--- src/rtl/display_pkg.sv ---
// rtl/display_pkg.sv - shared state type and segment constants for the display scanner.
// Segment patterns are active-low, ordered {g,f,e,d,c,b,a}.

package display_pkg;

    typedef enum logic [1:0] {
        IDLE  = 2'd0,
        BLANK = 2'd1,
        SHOW  = 2'd2
    } state_t;

    localparam logic [6:0] SEG_BLANK = 7'h7F;

    // Entry n sits at HEX_SEG[n]; the concatenation therefore lists F down to 0.
    localparam logic [15:0][6:0] HEX_SEG = {
        7'b0001110,  // F
        7'b0000110,  // E
        7'b0100001,  // d
        7'b1000110,  // C
        7'b0000011,  // b
        7'b0001000,  // A
        7'b0010000,  // 9
        7'b0000000,  // 8
        7'b1111000,  // 7
        7'b0000010,  // 6
        7'b0010010,  // 5
        7'b0011001,  // 4
        7'b0110000,  // 3
        7'b0100100,  // 2
        7'b1111001,  // 1
        7'b1000000   // 0
    };

endpackage

--- src/rtl/hex_to_seg.sv ---
// rtl/hex_to_seg.sv - combinational hex nibble to active-low 7-segment decoder.

module hex_to_seg
    import display_pkg::*;
#(
    parameter int DIGIT_W = 4
) (
    input  logic [DIGIT_W-1:0] i_digit,
    output logic [6:0]         o_seg
);

    assign o_seg = HEX_SEG[i_digit];

endmodule

--- src/rtl/display_scanner.sv ---
// rtl/display_scanner.sv - multiplexed 7-segment scanner driven by a one-hot phase ring.
// Define DISPLAY_SCANNER_LZB_EN to blank leading zero digits.

module display_scanner
    import display_pkg::*;
#(
    parameter int DIGITS       = 3,
    parameter int DIGIT_W      = 4,
    parameter int BLANK_CYCLES = 4
) (
    input  logic                      clock,
    input  logic                      reset,
    input  logic [DIGITS-1:0]         phase,
    input  logic                      phase_valid,
    input  logic                      load,
    input  logic [DIGITS*DIGIT_W-1:0] load_data,
    output logic                      load_ready,
    input  logic                      clear_err,
    output logic [DIGITS-1:0]         anode,
    output logic [6:0]                segments,
    output logic                      phase_err
);

    localparam logic [7:0] LP_BLANK_LAST = 8'(BLANK_CYCLES - 1);

    state_t                    r_state;
    logic [7:0]                r_cnt;
    logic [DIGITS-1:0]         r_phase_q;
    logic [DIGITS*DIGIT_W-1:0] r_active;
    logic [DIGITS*DIGIT_W-1:0] r_shadow;
    logic                      r_pending;
    logic                      r_phase_err;
    logic [DIGITS-1:0]         r_anode;
    logic [6:0]                r_segments;

    logic                      w_onehot;
    logic                      w_phase_ok;
    logic                      w_phase_bad;
    logic                      w_frame;
    logic                      w_load_acc;
    logic                      w_show;
    logic [DIGIT_W-1:0]        w_digit;
    logic [6:0]                w_dec_seg;
    logic [6:0]                w_show_seg;

    assign w_onehot    = (phase != '0) && ((phase & (phase - DIGITS'(1))) == '0);
    assign w_phase_ok  = phase_valid && w_onehot;
    assign w_phase_bad = phase_valid && !w_onehot;
    assign w_frame     = w_phase_ok && phase[0];
    assign w_load_acc  = load && !r_pending;
    // A new phase_valid blanks immediately so the old digit never ghosts into the new slot.
    assign w_show      = (r_state == SHOW) && !phase_valid;

    always_comb begin
        w_digit = '0;
        for (int i = 0; i < DIGITS; i++) begin
            if (r_phase_q[i]) begin
                w_digit = w_digit | r_active[i*DIGIT_W +: DIGIT_W];
            end
        end
    end

    hex_to_seg #(
        .DIGIT_W (DIGIT_W)
    ) u_hex_to_seg (
        .i_digit (w_digit),
        .o_seg   (w_dec_seg)
    );

`ifdef DISPLAY_SCANNER_LZB_EN
    logic [DIGITS-1:1] w_zero_from;

    for (genvar g = 1; g < DIGITS; g++) begin : g_lzb
        assign w_zero_from[g] = (r_active[DIGITS*DIGIT_W-1 : g*DIGIT_W] == '0);
    end

    assign w_show_seg = (|(r_phase_q[DIGITS-1:1] & w_zero_from)) ? SEG_BLANK : w_dec_seg;
`else
    assign w_show_seg = w_dec_seg;
`endif

    always_ff @(posedge clock or negedge reset) begin
        if (!reset) begin
            r_state     <= IDLE;
            r_cnt       <= '0;
            r_phase_q   <= '0;
            r_active    <= '0;
            r_shadow    <= '0;
            r_pending   <= 1'b0;
            r_phase_err <= 1'b0;
            r_anode     <= '1;
            r_segments  <= SEG_BLANK;
        end else begin
            // Frame boundary copies the old shadow; a same-cycle load refills it and stays pending.
            if (w_frame) begin
                r_active <= r_shadow;
            end
            if (w_load_acc) begin
                r_shadow  <= load_data;
                r_pending <= 1'b1;
            end else if (w_frame) begin
                r_pending <= 1'b0;
            end

            if (w_phase_bad) begin
                r_phase_err <= 1'b1;
            end else if (clear_err) begin
                r_phase_err <= 1'b0;
            end

            if (w_phase_bad) begin
                r_state <= IDLE;
            end else if (w_phase_ok) begin
                r_phase_q <= phase;
                r_cnt     <= '0;
                r_state   <= BLANK;
            end else begin
                case (r_state)
                    BLANK: begin
                        if (r_cnt == LP_BLANK_LAST) begin
                            r_state <= SHOW;
                        end else begin
                            r_cnt <= r_cnt + 8'd1;
                        end
                    end
                    default: begin
                    end
                endcase
            end

            if (w_show) begin
                r_anode    <= ~r_phase_q;
                r_segments <= w_show_seg;
            end else begin
                r_anode    <= '1;
                r_segments <= SEG_BLANK;
            end
        end
    end

    assign load_ready = ~r_pending;
    assign anode      = r_anode;
    assign segments   = r_segments;
    assign phase_err  = r_phase_err;

endmodule
--- config.mk ---
export PLATFORM = sky130hd
export DESIGN_NAME = display_scanner
export DESIGN_NICKNAME = d
export VERILOG_FILES = /design/src/rtl/display_pkg.sv /design/src/rtl/hex_to_seg.sv /design/src/rtl/display_scanner.sv
export SDC_FILE = /design/constraint.sdc
export NUM_CORES = 1
export LEC_CHECK = 0
export BUFFER_PORTS_ARGS = -buffer_cell sky130_fd_sc_hd__buf_2
export CAP_MARGIN = 20
export CORE_MARGIN = 2
export CORE_UTILIZATION = 38
export DETAILED_ROUTE_END_ITERATION = 7
export RECOVER_POWER = 50
export SYNTH_ARGS = -nofsm -noshare
export SYNTH_HDL_FRONTEND = slang
export SYNTH_SLANG_ARGS = --single-unit
--- constraint.sdc ---
create_clock -name clock -period 2.5 [get_ports clock]
set_input_delay 0.25 -clock clock [delete_from_list [all_inputs] [get_ports clock]]
set_output_delay 0.25 -clock clock [all_outputs]
set_load 0.01 [all_outputs]
==> impl_metrics.ini, run 1 <==
[pwr]
power.leakage_nw = 1.14
p_per_area_mw_per_mm2 = 968
p_comb_frac = 0.345
switching_power_w = 0.000804
vdd_drop_max_uv = 572
p_int_w = 0.00170
seqPwrFrac = 0.475
clockPowerShare = 0.179
switching_share = 0.321

[grt]
antenna_found_initial = 0
grt_max_degree = 41
grt_pass1_wl_um = 6730
overflow = 0
grt_pass1_vias = 1443
grt.total_usage = 0.131

[die]
rows = 28
die_w_um = 81.4
die_h_um = 81.4
io_pins = 32
initial_core_util = 0.389
die_area_sq_mm = 0.00663
coreArea_sq_mm = 0.00585

[critical_path]
crit_type = primary input to async pin
cp_slowest_stage_delay_ns = 1.48
endpoint_kind = async pin
crit_slowest_cell = clkbuf_1
cp-start-kind = primary input
crit_fanout = 40
worstPathCellList = clkbuf_1, clkbuf_2
path_delay_family = buffers and inverters
arrival_ns = 2.23
path_buf_inv = 2
required_ns = 2.92

[place]
gp_congestion = 0.747
postPlaceCellArea_sq_mm = 0.00252
post-dp-hpwl_um = 2800
port_buffers = 31

[cells_and_area]
area_delta_synth_final_pct = 13.6
multiInputGateArea_sq_um = 957
final_common_cell = dfrtp_1
fin_area_sq_mm = 0.00259
register_area_sq_mm = 0.00124
mostFrequentLayoutCells = 39 x dfrtp_1, 27 x buf_2, 18 x mux2_2, 11 x nor2_1
fill_cells = 559
drive_gt1_frac = 0.382
antennaDiodeCount = 0
layout.nets = 238

[timing]
period_share = 0.723
fin_skew_ns = 0.00678
setup_viol_count_final = 0
slew_headroom = -0.407
final.setup.tns_ns = 0
finalCriticalPeriod_ns = 1.81
slew_viol_final = 41
fmax_mhz = 553
tightest_slew_ns = 2.11
grt_setup_unrepaired = false
hold_viol = 0

[detailed_routing]
vias = 1418
drt-pass1-iter-count = 8
drt-total-wl_um = 3840
drc_errors = 0
ant_nets = 0
viasPerCell = 4.94
drtIter0Drc = 69
wire_per_inst_um = 13.4

[worst_hold_path]
hold_class = primary input to flip-flop

[synth]
syn-num-nets = 201
async_flop_share = 1.00
yosys.area.top_type_share = 0.428
synth.cell_area_sq_mm = 0.00228
syn_avg_cell_area_sq_um = 13.1
yosys_warnings = 0
synth-seq-cells = 49
synth_edf_count = 0
netlist-cell-type-count = 46
syn_inst = 174
synthTopCellsByArea = dfrtp_1 43%, dfstp_2 12%, mux2_2 8.9%, mux2_4 5.9%, ha_1 3.8%
ys_seq_area_frac = 0.544
yosys.area.top_type = dfrtp_1
dominantRegCellSynth = dfrtp_1

[cts]
cts_tree = yes
clk_path_buf_depth = 2
cts_setup_buffers = 0
ctsHoldBuffers = 0
cts_root_buffer = clkbuf_8
cts_sinks = 49
insertion_delay_ns = 0.30
numCtsBuffers = 5
cts_resized = 0
cts.reportedPaths.clkPinSlew_ns = 0.08
htreeDepth = 2

[run_status]
failed_checks = max-capacitance violations, max-slew violations
outcome = finished, violations left

[flow_run]
maxCapViolations = 1
-- cell type report --
class / count / share of cell area
flip-flops and latches: 49 / 0.479
multi-input cells: 112 / 0.370
repair buffers: 36 / 0.0716
well taps: 75 / 0.0363
clock buffers: 5 / 0.0266
inverters: 7 / 0.0102
clock inverters: 3 / 0.00677
-- flip-flops by register name, indices dropped and copies added (netlist names) --
name / count
r_shadow: 12
segments: 7
r_pending: 1
phase_err: 1
anode: 3
r_state: 2
r_phase_q: 3
r_cnt: 8
r_active: 12
-- cell usage after synthesis, drive strengths merged, types with 3 or more instances --
| master | number |
|---|---|
| nor2 | 11 |
| buf | 6 |
| ha | 7 |
| a222oi | 3 |
| nand2 | 10 |
| dfrtp | 39 |
| xor2 | 4 |
| mux2 | 27 |
| o21ai | 3 |
| a21oi | 3 |
| xnor2 | 3 |
| mux2i | 7 |
| o211ai | 3 |
| inv | 7 |
| dfstp | 10 |
-- layer usage --
| layer | vias to the layer above | GRT usage | part of all wire | routed length (um) |
|---|---|---|---|---|
| li1 | 693 | - | - | - |
| met3 | 5 | 0.0330 | 0.043 | 166 |
| met2 | 25 | 0.202 | 0.45 | 1740 |
| met1 | 695 | 0.183 | 0.49 | 1890 |
| met4 | 0 | 0.0407 | 0.012 | 46 |
| met5 | - | 0 | 0 | 0 |
-- stage by stage --
step	power, W	setup WS [ns]	hold WS [ns]	instances	util
CTS	0.00254	0.699	0.0872	287	0.445
global route	0.00271	0.261	0.158	287	0.442
finish	0.00251	0.692	0.179	287	0.442
floorplan	0.00185	0.578	-0.0456	174	-
global placement	0.00207	0.775	0.423	279	0.430
detailed placement	0.00209	0.720	0.414	279	0.430
-- power by group through the flow --
stage,registers (W),clock network (W),logic (W)
2_1_floorplan,0.00115,0,0.000704
3_3_place_gp,0.00120,0,0.000865
3_5_place_dp,0.00121,0,0.000880
4_1_cts,0.00120,0.000464,0.000881
5_1_grt,0.00122,0.000507,0.000975
6_report,0.00119,0.000450,0.000865
-- path summary, 6_finish.rpt --
path	end	cells after the start	from	slack (ns)
worst max-delay path	segments[3]$_DFF_PN1_	2	reset	0.69
worst min-delay path	r_shadow[6]$_DFFE_PN0P_	2	load_data[6]	0.18
worst max register to register	segments[5]$_DFF_PN1_	8	r_phase_q[0]$_DFFE_PN0P_	0.70
worst min register to register	phase_err$_DFFE_PN0P_	1	phase_err$_DFFE_PN0P_	0.50
max in group clock	segments[5]$_DFF_PN1_	8	r_phase_q[0]$_DFFE_PN0P_	0.70
min in group asynchronous	r_cnt[1]$_DFFE_PN0P_	1	reset	0.55
-- kinds of logic after synthesis --
group / share of synthesized area
flip-flops: 0.544
AND/OR/NAND/NOR: 0.0961
multiplexers: 0.179
AO/OA/AOI/OAI: 0.0829
buffers and inverters: 0.0329
XOR/XNOR: 0.0269
adder cells (fa/ha/maj): 0.0384
(Power assumes the default switching activity.)
==> run 2: changes to the inputs <==
clock period = 1.89 ns   (was 2.5 ns; I/O delays follow)
==> run 2 against run 1 <==
The flow now finishes without violations. Count of clock-buffer cells in the layout is 1 higher. Combinational power increased by 34%. Final cell count is 0.70% higher. Wire length grew 0.91%. Design area up 0.68%. Critical endpoint is now segments[5]$_DFF_PN1_. Highest routed layer unchanged.
==> impl_metrics.ini, run 2 (synthesis gave the netlist of run 1 again) <==
[run_status]
outcome = finished clean

[critical_path]
required_ns = 2.09
arrival_ns = 1.91
rr_worst_depth = 8
reg2reg_from = r_phase_q[0]$_DFFE_PN0P_
crit_fanout = 8
reg2reg_to = segments[5]$_DFF_PN1_
cp-start-kind = flip-flop
crit_type = flip-flop to flip-flop
ff2ff_setup_slack_ns = 0.18
endpoint_kind = flip-flop

[cts]
cts_root_buffer = clkbuf_8
clk_path_buf_depth = 2
cts_resized = 0
cts_setup_buffers = 0
cts.reportedPaths.clkPinSlew_ns = 0.09
cts_sinks = 49
ctsHoldBuffers = 0
insertion_delay_ns = 0.29
numCtsBuffers = 5
cts_tree = yes
htreeDepth = 2

[detailed_routing]
drt-pass1-iter-count = 4
viasPerCell = 4.90
ant_nets = 0
wire_per_inst_um = 13.4
drc_errors = 0
drtIter0Drc = 42
drt-total-wl_um = 3880
vias = 1415

[timing]
finalCriticalPeriod_ns = 1.71
fin_skew_ns = 0.00716
holdWs_ns = 0.125
fmax_mhz = 583
tightest_slew_ns = 1.19
setup_viol_count_final = 0
slew_viol_final = 0
hold_viol = 0
grt_setup_unrepaired = false
period_share = 0.907
slew_headroom = 0.209

[grt]
antenna_found_initial = 0
grt_pass1_wl_um = 6670
grt_pass1_vias = 1413
grt_max_degree = 50
grt.total_usage = 0.131
overflow = 0

[pwr]
p_per_area_mw_per_mm2 = 1290
switching_share = 0.317
clockPowerShare = 0.185
power.leakage_nw = 1.15
vdd_drop_max_uv = 670
switching_power_w = 0.00106
seqPwrFrac = 0.470
p_int_w = 0.00229
p_comb_frac = 0.345

[place]
dp_cells = 281
post-dp-hpwl_um = 2750
gp_congestion = 0.721
port_buffers = 31

[worst_hold_path]
hold_start = load_data[10]
min_to = r_shadow[10]$_DFFE_PN0P_
hold_class = primary input to flip-flop
hold_path_depth = 2

[die]
io_pins = 32
die_w_um = 81.4
initial_core_util = 0.389
coreArea_sq_mm = 0.00585
die_h_um = 81.4
rows = 28
die_area_sq_mm = 0.00663

[cells_and_area]
top_regs = r_active x12, r_shadow x12, r_cnt x8
area_delta_synth_final_pct = 14.3
drive_gt1_frac = 0.402
final_common_cell = dfrtp_1
layout.nets = 240
layout.cells.non_filler = 289
antennaDiodeCount = 0
mostFrequentLayoutCells = 39 x dfrtp_1, 30 x buf_2, 18 x mux2_2, 11 x nor2_1

[flow_run]
maxCapViolations = 0
==> run 2: how the worst max path moves through the flow <==
stage	depth (start not counted)	start	to	slack, ns
finish	8	r_phase_q[0]$_DFFE_PN0P_	segments[5]$_DFF_PN1_	0.18
global route	8	r_phase_q[0]$_DFFE_PN0P_	segments[5]$_DFF_PN1_	0.05
detailed placement	8	r_phase_q[0]$_DFFE_PN0P_	segments[5]$_DFF_PN1_	0.21
global placement	8	r_phase_q[0]$_DFFE_PN0P_	segments[5]$_DFF_PN1_	0.25
floorplan	7	r_phase_q[0]$_DFFE_PN0P_	segments[5]$_DFF_PN1_	-0.02
CTS	8	r_phase_q[0]$_DFFE_PN0P_	segments[5]$_DFF_PN1_	0.19
==> run 2: power by group through the flow <==
stage                     clock (W)  combinational [W]  sequential [W]
after CTS                  0.000650            0.00117         0.00158
after global placement            0            0.00116         0.00160
after floorplan                   0           0.000939         0.00152
after detailed placement          0            0.00117         0.00160
final                      0.000618            0.00116         0.00158
after global routing       0.000682            0.00130         0.00162
==> run 2: metal layers <==
layer	global-route usage	wire (um)
met1	0.177	1930
met3	0.0352	176
met2	0.206	1730
met5	0	0
met4	0.0407	40
==> run 2: through the flow <==
step | worst slack, ns | instance area [sq um] | TNS (ns) | power [W] | util
2_1_floorplan | -0.0197 | 2280 | -0.0197 | 0.00246 | -
4_1_cts | 0.189 | 2630 | 0 | 0.00340 | 0.449
3_5_place_dp | 0.209 | 2530 | 0 | 0.00277 | 0.433
6_report | 0.176 | 2610 | 0 | 0.00335 | 0.445
3_3_place_gp | 0.252 | 2530 | 0 | 0.00275 | 0.433
5_1_grt | 0.0479 | 2610 | 0 | 0.00360 | 0.445
==> run 2: final cells by class <==
| cell class | instances | area, sq um |
|---|---|---|
| Tap cell | 75 | 93.8 |
| Sequential cell | 49 | 1240 |
| Clock buffer | 6 | 82.6 |
| Inverter | 7 | 26.3 |
| Multi-Input combinational cell | 112 | 955 |
| Clock inverter | 2 | 8.76 |
| Timing Repair Buffer | 38 | 200 |
| Fill cell | 559 | 3250 |
==> run 2: critical path, stage by stage, from the launching register on <==
cell      delay, ns
dfrtp_1        0.44
a222oi_1       0.35
buf_4          0.22
inv_1          0.07
ha_2           0.20
inv_2          0.06
nor2_1         0.04
a21oi_1        0.11
o221ai_1       0.12
